===== src/rtl/systolic_pkg.sv =====
// Shared types and elaboration-time helpers for the systolic array feeder.
package systolic_pkg;

    typedef enum logic [1:0] {StIdle, StFeed, StDrain, StDone} feeder_state_e;

    // Number of column lanes carried by one B buffer word.
    function automatic int unsigned calc_cols(input int unsigned bus_bytes,
                                              input int unsigned data_bytes);
        return bus_bytes / data_bytes;
    endfunction

    // Drain length: wait until the most-skewed lane has emptied.
    function automatic int unsigned calc_drain(input int unsigned rows,
                                               input int unsigned cols,
                                               input bit          skew_en);
        return skew_en ? ((rows > cols) ? rows : cols) : 1;
    endfunction

endpackage


===== src/rtl/skew_delay_line.sv =====
// Fixed-latency delay for one operand lane; DEPTH 0 is a plain wire.
module skew_delay_line #(
    parameter int unsigned DEPTH = 0,
    parameter int unsigned WIDTH = 8
) (
    input  logic             clk,
    input  logic             reset_n,
    input  logic [WIDTH-1:0] din,
    output logic [WIDTH-1:0] dout
);

    if (DEPTH == 0) begin : g_wire
        logic unused_clk_rst;
        assign unused_clk_rst = clk ^ reset_n;
        assign dout = din;
    end else begin : g_pipe
        logic [WIDTH-1:0] stage_q [DEPTH];

        always_ff @(posedge clk or negedge reset_n) begin
            if (!reset_n) begin
                for (int i = 0; i < DEPTH; i++) stage_q[i] <= '0;
            end else begin
                stage_q[0] <= din;
                for (int i = 1; i < DEPTH; i++) stage_q[i] <= stage_q[i-1];
            end
        end

        assign dout = stage_q[DEPTH-1];
    end

endmodule


===== src/rtl/systolic_array_feeder.sv =====
// Streams one tile of A/B buffer words into the systolic array per array_start edge.
// Define FEEDER_SKEW_EN to skew row i / column j by i / j cycles.
module systolic_array_feeder
    import systolic_pkg::*;
#(
    parameter int unsigned BUS_WIDTH_BYTES      = 32,
    parameter int unsigned DATA_WIDTH_BYTES     = 1,
    parameter int unsigned BUFFER_ADDRESS_WIDTH = 10,
    parameter int unsigned ARRAY_HEIGHT         = 4
) (
    input  logic                                         clk,
    input  logic                                         reset_n,
    input  logic                                         array_start,
    input  logic [15:0]                                  n,
    output logic                                         a_rd_en,
    output logic                                         b_rd_en,
    output logic [BUFFER_ADDRESS_WIDTH-1:0]              a_buffer_rd_addr,
    output logic [BUFFER_ADDRESS_WIDTH-1:0]              b_buffer_rd_addr,
    input  logic [ARRAY_HEIGHT*DATA_WIDTH_BYTES*8-1:0]   a_rd_data,
    input  logic [BUS_WIDTH_BYTES*8-1:0]                 b_rd_data,
    output logic [ARRAY_HEIGHT*DATA_WIDTH_BYTES*8-1:0]   a_row_data,
    output logic [BUS_WIDTH_BYTES*8-1:0]                 b_col_data,
    output logic [ARRAY_HEIGHT-1:0]                      a_row_valid,
    output logic [calc_cols(BUS_WIDTH_BYTES, DATA_WIDTH_BYTES)-1:0] b_col_valid,
    output logic                                         a_half_free,
    output logic                                         b_half_free,
    output logic                                         data_done
);

`ifdef FEEDER_SKEW_EN
    localparam bit SKEW_EN = 1'b1;
`else
    localparam bit SKEW_EN = 1'b0;
`endif

    localparam int unsigned AW           = BUFFER_ADDRESS_WIDTH;
    localparam int unsigned EW           = DATA_WIDTH_BYTES * 8;
    localparam int unsigned COLS         = calc_cols(BUS_WIDTH_BYTES, DATA_WIDTH_BYTES);
    localparam int unsigned DRAIN_CYCLES = calc_drain(ARRAY_HEIGHT, COLS, SKEW_EN);
    localparam int unsigned DRAIN_W      = $clog2(DRAIN_CYCLES + 1);

    feeder_state_e      state_q;
    logic               array_start_q;
    logic               rd_en_q;
    logic               vld_q;
    logic               half_q;
    logic               done_q;
    logic [AW-1:0]      ptr_q;
    logic [AW-1:0]      ptr_inc;
    logic [15:0]        remain_q;
    logic [DRAIN_W-1:0] drain_q;
    logic               start;

    assign start   = array_start & ~array_start_q;
    assign ptr_inc = ptr_q + AW'(1);

    always_ff @(posedge clk or negedge reset_n) begin
        if (!reset_n) begin
            state_q       <= StIdle;
            array_start_q <= 1'b0;
            rd_en_q       <= 1'b0;
            vld_q         <= 1'b0;
            half_q        <= 1'b0;
            done_q        <= 1'b0;
            ptr_q         <= '0;
            remain_q      <= '0;
            drain_q       <= '0;
        end else begin
            array_start_q <= array_start;
            // Buffer returns data one cycle after the strobe.
            vld_q         <= rd_en_q;
            half_q        <= rd_en_q && (ptr_q[AW-1] != ptr_inc[AW-1]);
            done_q        <= 1'b0;
            if (rd_en_q) ptr_q <= ptr_inc;

            unique case (state_q)
                StIdle: begin
                    if (start) begin
                        if (n == 16'd0) begin
                            state_q <= StDone;
                            done_q  <= 1'b1;
                        end else begin
                            state_q  <= StFeed;
                            rd_en_q  <= 1'b1;
                            remain_q <= n - 16'd1;
                        end
                    end
                end
                StFeed: begin
                    if (remain_q == 16'd0) begin
                        state_q <= StDrain;
                        rd_en_q <= 1'b0;
                        drain_q <= DRAIN_W'(DRAIN_CYCLES - 1);
                    end else begin
                        remain_q <= remain_q - 16'd1;
                    end
                end
                StDrain: begin
                    if (drain_q == '0) begin
                        state_q <= StDone;
                        done_q  <= 1'b1;
                    end else begin
                        drain_q <= drain_q - DRAIN_W'(1);
                    end
                end
                StDone:  state_q <= StIdle;
                default: state_q <= StIdle;
            endcase
        end
    end

    assign a_rd_en          = rd_en_q;
    assign b_rd_en          = rd_en_q;
    assign a_buffer_rd_addr = ptr_q;
    assign b_buffer_rd_addr = ptr_q;
    assign a_half_free      = half_q;
    assign b_half_free      = half_q;
    assign data_done        = done_q;

    // Lane data is masked by its valid so idle and reset lanes read as zero.
    for (genvar i = 0; i < ARRAY_HEIGHT; i++) begin : g_row
        logic [EW:0] lane_out;
        skew_delay_line #(
            .DEPTH(SKEW_EN ? i : 0),
            .WIDTH(EW + 1)
        ) u_row_dly (
            .clk    (clk),
            .reset_n(reset_n),
            .din    ({vld_q, a_rd_data[i*EW +: EW]}),
            .dout   (lane_out)
        );
        assign a_row_valid[i]         = lane_out[EW];
        assign a_row_data[i*EW +: EW] = lane_out[EW] ? lane_out[EW-1:0] : '0;
    end

    for (genvar j = 0; j < COLS; j++) begin : g_col
        logic [EW:0] lane_out;
        skew_delay_line #(
            .DEPTH(SKEW_EN ? j : 0),
            .WIDTH(EW + 1)
        ) u_col_dly (
            .clk    (clk),
            .reset_n(reset_n),
            .din    ({vld_q, b_rd_data[j*EW +: EW]}),
            .dout   (lane_out)
        );
        assign b_col_valid[j]         = lane_out[EW];
        assign b_col_data[j*EW +: EW] = lane_out[EW] ? lane_out[EW-1:0] : '0;
    end

endmodule


===== config.mk =====
export PLATFORM = sky130hd
export DESIGN_NAME = systolic_array_feeder
export DESIGN_NICKNAME = d
export VERILOG_FILES = /design/src/rtl/systolic_pkg.sv /design/src/rtl/skew_delay_line.sv /design/src/rtl/systolic_array_feeder.sv
export SDC_FILE = /design/constraint.sdc
export NUM_CORES = 1
export LEC_CHECK = 0
export ABC_AREA = 0
export CAP_MARGIN = 5
export CORE_AREA = 2 2 256 258
export DETAILED_ROUTE_END_ITERATION = 8
export DIE_AREA = 0 0 258 260
export PLACE_DENSITY = 0.4
export SYNTH_ARGS = -nofsm -noshare
export SYNTH_HDL_FRONTEND = slang
export SYNTH_SLANG_ARGS = --single-unit
export TNS_END_PERCENT = 30

===== constraint.sdc =====
create_clock -name clk -period 3.9 [get_ports clk]
set_input_delay 0.78 -clock clk [delete_from_list [all_inputs] [get_ports clk]]
set_output_delay 0.78 -clock clk [all_outputs]
set_load 0.01 [all_outputs]

After elaboration in Yosys (flattened, before gate mapping)
Cells that the tools add are included.
- flip-flop bits (word level): 34
- bits of input ports: 307
- output and inout port bits: 349
- word-level logic and storage cells: 89
- $add $sub $neg: 4
- equality and inequality tests: 9
- mux-type cells: 55
- bitwise operators: 2
- reduce and logical (&&, ||, !) cells: 10
- operators by type and width (cell ; count):
    2-to-1 mux 8 bit ; 36
    2-to-1 mux 16 bit ; 3
    zero test 16 bit ; 2
    case mux 16 bit (2 select lines) ; 1
    subtractor 16 x 1 -> 16 bit (second input constant) ; 2
    adder 10 x 1 -> 10 bit (second input constant) ; 1
    inequality test 2 bit (second input constant) ; 5
    2-to-1 mux 2 bit ; 4
    case mux 2 bit (4 select lines) ; 1
    AND reduction 4 bit ; 2
    2-to-1 mux 1 bit ; 7
    case mux 1 bit (2 select lines) ; 3
    equality test 2 bit (second input constant) ; 2
    nonzero test 2 bit ; 2
    AND reduction 3 bit ; 1
    equality test 2 x 1 -> 1 bit (second input constant) ; 1
    zero test 2 bit ; 1
    AND reduction 2 bit ; 1
    AND 1 bit ; 1
    logical AND 1 bit ; 1
    inequality test 1 bit ; 1
    NOT 1 bit ; 1
    subtractor 1 bit (second input constant) ; 1

Longest topological paths before layout
- depth in word-level cells: 4
- depth in mapped cells: 13
- gate-level depth less buffers: 8

Cells and area by module
A second synthesis with hierarchy kept.
- cells, all modules: 874
- area, all modules: 6595.1 um^2
- modules (own cells, without submodules) (module ; instances ; cells each ; area an instance (um^2) ; seq. area each (um^2)):
    systolic_array_feeder ; 1 ; 550 ; 4162.7 ; 825.8
    skew_delay_line ; 36 ; 9 ; 67.6 ; 0.0

Least setup slack after synthesis
Ideal clock, no wire load.
- path kind: flip-flop to flip-flop
- from: reg state_q[1]
- to: reg remain_q[14]
- library setup time: 0.126 ns
- data arrival time: 3.199 ns
- data required time: 3.774 ns
- slack: 0.575 ns
- stages on the path, launching flop included: 14
- buffers on the path: 5
- period minus slack after synthesis: 3.325 ns
- path through: dfrtp_1 > inv_1 > ha_1 > buf_2 > clkbuf_1 > clkbuf_1 > buf_1 > mux2i_1 > ha_1 > o221ai_1 > clkbuf_1 > nor4_1 > xor2_1 > a221o_1
- word-level cells in the longest chain between the ends: 3
- elaborated cells between the ends (all ways): 8
- those cells by class: eq/ne (4); mux (1); reduce/logical (3)
- ends and longest elaborated chain (element ; line ; RTL):
    from (decl) ; systolic_array_feeder.sv:42 ; feeder_state_e state_q;
    from (signal assigned) ; systolic_array_feeder.sv:59 ; state_q <= StIdle;
    from (signal assigned) ; systolic_array_feeder.sv:80 ; state_q <= StDone;
    from (signal assigned) ; systolic_array_feeder.sv:83 ; state_q <= StFeed;
    equality test 2 x 1 -> 1 bit / zero test 2 bit (equally long branches) ; systolic_array_feeder.sv:76 ; unique case (state_q)
    inequality test 2 bit (no source line) / nonzero test 2 bit (equally long branches) ; n/a ;
    AND reduction 4 bit (no source line) ; n/a ;
    to (signal assigned) ; systolic_array_feeder.sv:85 ; remain_q <= n - 16'd1;
    to (signal assigned) ; systolic_array_feeder.sv:95 ; remain_q <= remain_q - 16'd1;
    to (decl) ; systolic_array_feeder.sv:50 ; logic [15:0] remain_q;
Parallel ways exist; a longest one is shown, timed or not.
A chain may end at the register's enable or synchronous reset.

Worst setup path in the final report
- from: reg state_q[1]
- to: reg remain_q[13]
The elaborated chain is that of the path after synthesis.

==> flow_metrics.py <==
metrics = {
    "worst_setup_path": {
        "worst-path-buf-inv": 2,
        "crit_family": "simple AND/OR/NAND/NOR gates",
        "critPathMaxStageDelay_ns": 0.54,
        "cp.required_ns": 4.13,
        "cp-start-kind": "register",
        "worstSetupEndpointType": "register",
        "worstPathMaxFanout": 13,
        "cp_data_arrival_time_ns": 3.35,
        "path_class": "reg -> reg",
        "slowest_stage": "or4_1",
        "crit_chain": "inv_1, ha_1, buf_4, or4b_4, o32a_1, or4_1, o31ai_1, a221o_1",
    },
    "clock_network": {
        "cts-resized-gates": 0,
        "numCtsBuffers": 5,
        "cts_buffer_depth": 2,
        "cts_setup_buffers": 0,
        "insertion_delay_ns": 0.30,
        "cts_hold_buf": 0,
        "cts.sinks": 33,
        "htreeDepth": 2,
        "clk_pin_slew_ns": 0.06,
        "cts_tree": "done",
        "root_buffer": "clkbuf_16",
    },
    "logic_synthesis": {
        "synth.area.top_cells": "and2_1, dfrtp_1, buf_4",
        "synth_edf_count": 0,
        "seq_area_frac_synth_pct": 18.0,
        "netlist_instances": 627,
        "synth_async_sr_flop_share_pct": 100,
        "syn-cell-area_um2": 4600,
        "synthFlopType": "dfrtp_1",
        "synth_top_area_share_pct": 39.2,
        "syn_nets": 939,
        "ys_ff_latch": 33,
        "syn_avg_cell_area_um2": 7.33,
        "yosysTopAreaCell": "and2_1",
        "synthDistinctLibCells": 52,
        "synth.yosys.warnings": 0,
    },
    "floorplanning": {
        "die_x_um": 258,
        "start_util_pct": 7.17,
        "die_area_um2": 67100,
        "die_height_um": 260,
        "rows": 93,
        "core-area_um2": 64100,
        "io-pin-count": 656,
    },
    "layout": {
        "most-common-layout-cells": "clkdlybuf4s50_1, and2_1, dfrtp_1, nor2_1, o31ai_1",
        "post-route-util_pct": 18.8,
        "drive_gt1_share_pct": 2.89,
        "mostFrequentLayoutCell": "clkdlybuf4s50_1",
        "final_cells": 2099,
        "nets": 1522,
        "areaGrowthSynthToFinish_pct": 162,
        "final_cell_area_um2": 12100,
        "fillCellCount": 7178,
    },
    "global_routing": {
        "grt-ovfl-total": 0,
        "grt_max_degree": 174,
        "grt_first_pass_wirelength_um": 84500,
        "antenna_found_initial": 115,
        "grt_usage_pct": 19.9,
        "grt_pass1_vias": 7450,
    },
    "pwr": {
        "ir_worst_vdd_uv": 219,
        "p_leak_nw": 4.26,
        "p_per_area_nw_per_um2": 314,
    },
    "flow_run": {
        "maxCapViolations": 0,
    },
    "outcome": {
        "outcome": "completed",
    },
    "sta": {
        "timing.fmax_mhz": 320,
        "fin_crit_sh_pct": 80.1,
        "maxSlewViolCount": 0,
        "setup_slack_ns": 0.777,
        "final.setup_skew_ns": 0.00964,
        "grt_setup_unrepaired": "no",
        "tightestPinTransition_ns": 0.934,
        "final.setup.tns_ns": 0,
        "slew_headroom_pct": 37.7,
        "finalHoldViolations": 0,
        "fin_crit_ns": 3.12,
        "setup_viol": 0,
    },
    "routing": {
        "via_per_inst": 3.51,
        "drc": 0,
        "vias": 7374,
        "firstDrtPassIters": 4,
        "postRouteAntennaNets": 0,
        "wl_per_cell_um": 33.3,
        "drt-total-wl_um": 69900,
        "drtIter0Drc": 339,
    },
    "placement": {
        "dp_cells": 2058,
        "place_ws_ns": 0.658,
        "numPortBuffers": 655,
        "gp_congestion": 0.868,
        "placed_area_um2": 11800,
        "dpl.hpwl_um": 64900,
    },
    "hold_path": {
        "hold_class": "reg -> reg",
    },
}
## worst paths after layout
path | startpoint | end | slack (ns) | cells after the start
min in group asynchronous | reset_n | remain_q[14] | 0.99 | 1
max | state_q[1] | remain_q[13] | 0.78 | 8
max in group asynchronous | reset_n | remain_q[15] | 2.22 | 2
max reg2reg | state_q[1] | remain_q[13] | 0.78 | 8
min | a_buffer_rd_addr[5] | a_buffer_rd_addr[5] | 0.54 | 1
min reg2reg | a_buffer_rd_addr[5] | a_buffer_rd_addr[5] | 0.54 | 1
## report_power, final
| part | switching (W) | internal (W) | total, W |
|---|---|---|---|
| clock | 0.000177 | 0.000235 | 0.000412 |
| combinational | 0.00132 | 0.00136 | 0.00268 |
| sequential | 0.000219 | 0.000476 | 0.000694 |
| total | 0.00172 | 0.00207 | 0.00379 |
## cell type report
cell class,count,area (um2),area share (%)
diodes,33,82.6,0.685
clock buffers,5,125,1.04
clock inverters,3,17.5,0.145
inverters,5,18.8,0.156
multi-input cells,493,3200,26.6
flip-flops and latches,33,830,6.88
well taps,855,1070,8.87
repair buffers,672,6710,55.7
## worst reg2reg max path: stages (launching register included)
cell and delay, ns:
dfrtp_1 0.40, inv_1 0.08, ha_1 0.47, buf_4 0.28, or4b_4 0.49, o32a_1 0.38, or4_1 0.54, o31ai_1 0.21
a221o_1 0.19
## registers in the layout, summed over array words and instances, names as in the netlist
register / count
vld_q: 1
data_done: 1
state_q: 2
remain_q: 16
a_buffer_rd_addr: 10
a_half_free: 1
a_rd_en: 1
array_start_q: 1
## metrics by stage
stage	total power [W]	hold WS (ns)
after CTS	0.00385	0.541
after global placement	0.00342	0.534
after global routing	0.00405	0.555
after detailed placement	0.00343	0.528
final	0.00379	0.535
after floorplan	0.00180	0.453
## layer usage
layer,wire [um],global-route usage [%]
met4,1410,3.69
met2,29100,29.6
met1,23200,20.2
met3,15700,19.3
met5,448,0
## cell usage after synthesis, types with 5 or more instances
master	n
nor2_1	23
nand3_1	8
buf_4	48
a21oi_1	9
o31ai_1	17
nor3_1	13
inv_1	5
dfrtp_1	33
or3_1	5
xnor2_1	8
o22ai_1	7
ha_1	5
xor2_1	10
a221o_1	8
and2_1	288
nand2_1	7
or4_1	11
nor3b_1	9
o21ai_0	12
clkbuf_1	44
## kinds of logic (layout without fill, tap and decap cells)
group	Yosys count	in the layout	synth area share, %
AOI/OAI and AO/OA	76	76	11.8
xor gates and xnor gates	18	18	3.43
adders and majority gates	5	5	1.36
buffers and inverters	101	685	12.4
DFF	33	33	18.0
muxes	5	5	1.14
other	0	33	0
and+or+nand+nor	389	389	52.0
Note: power is estimated with default switching activity, not from simulation.
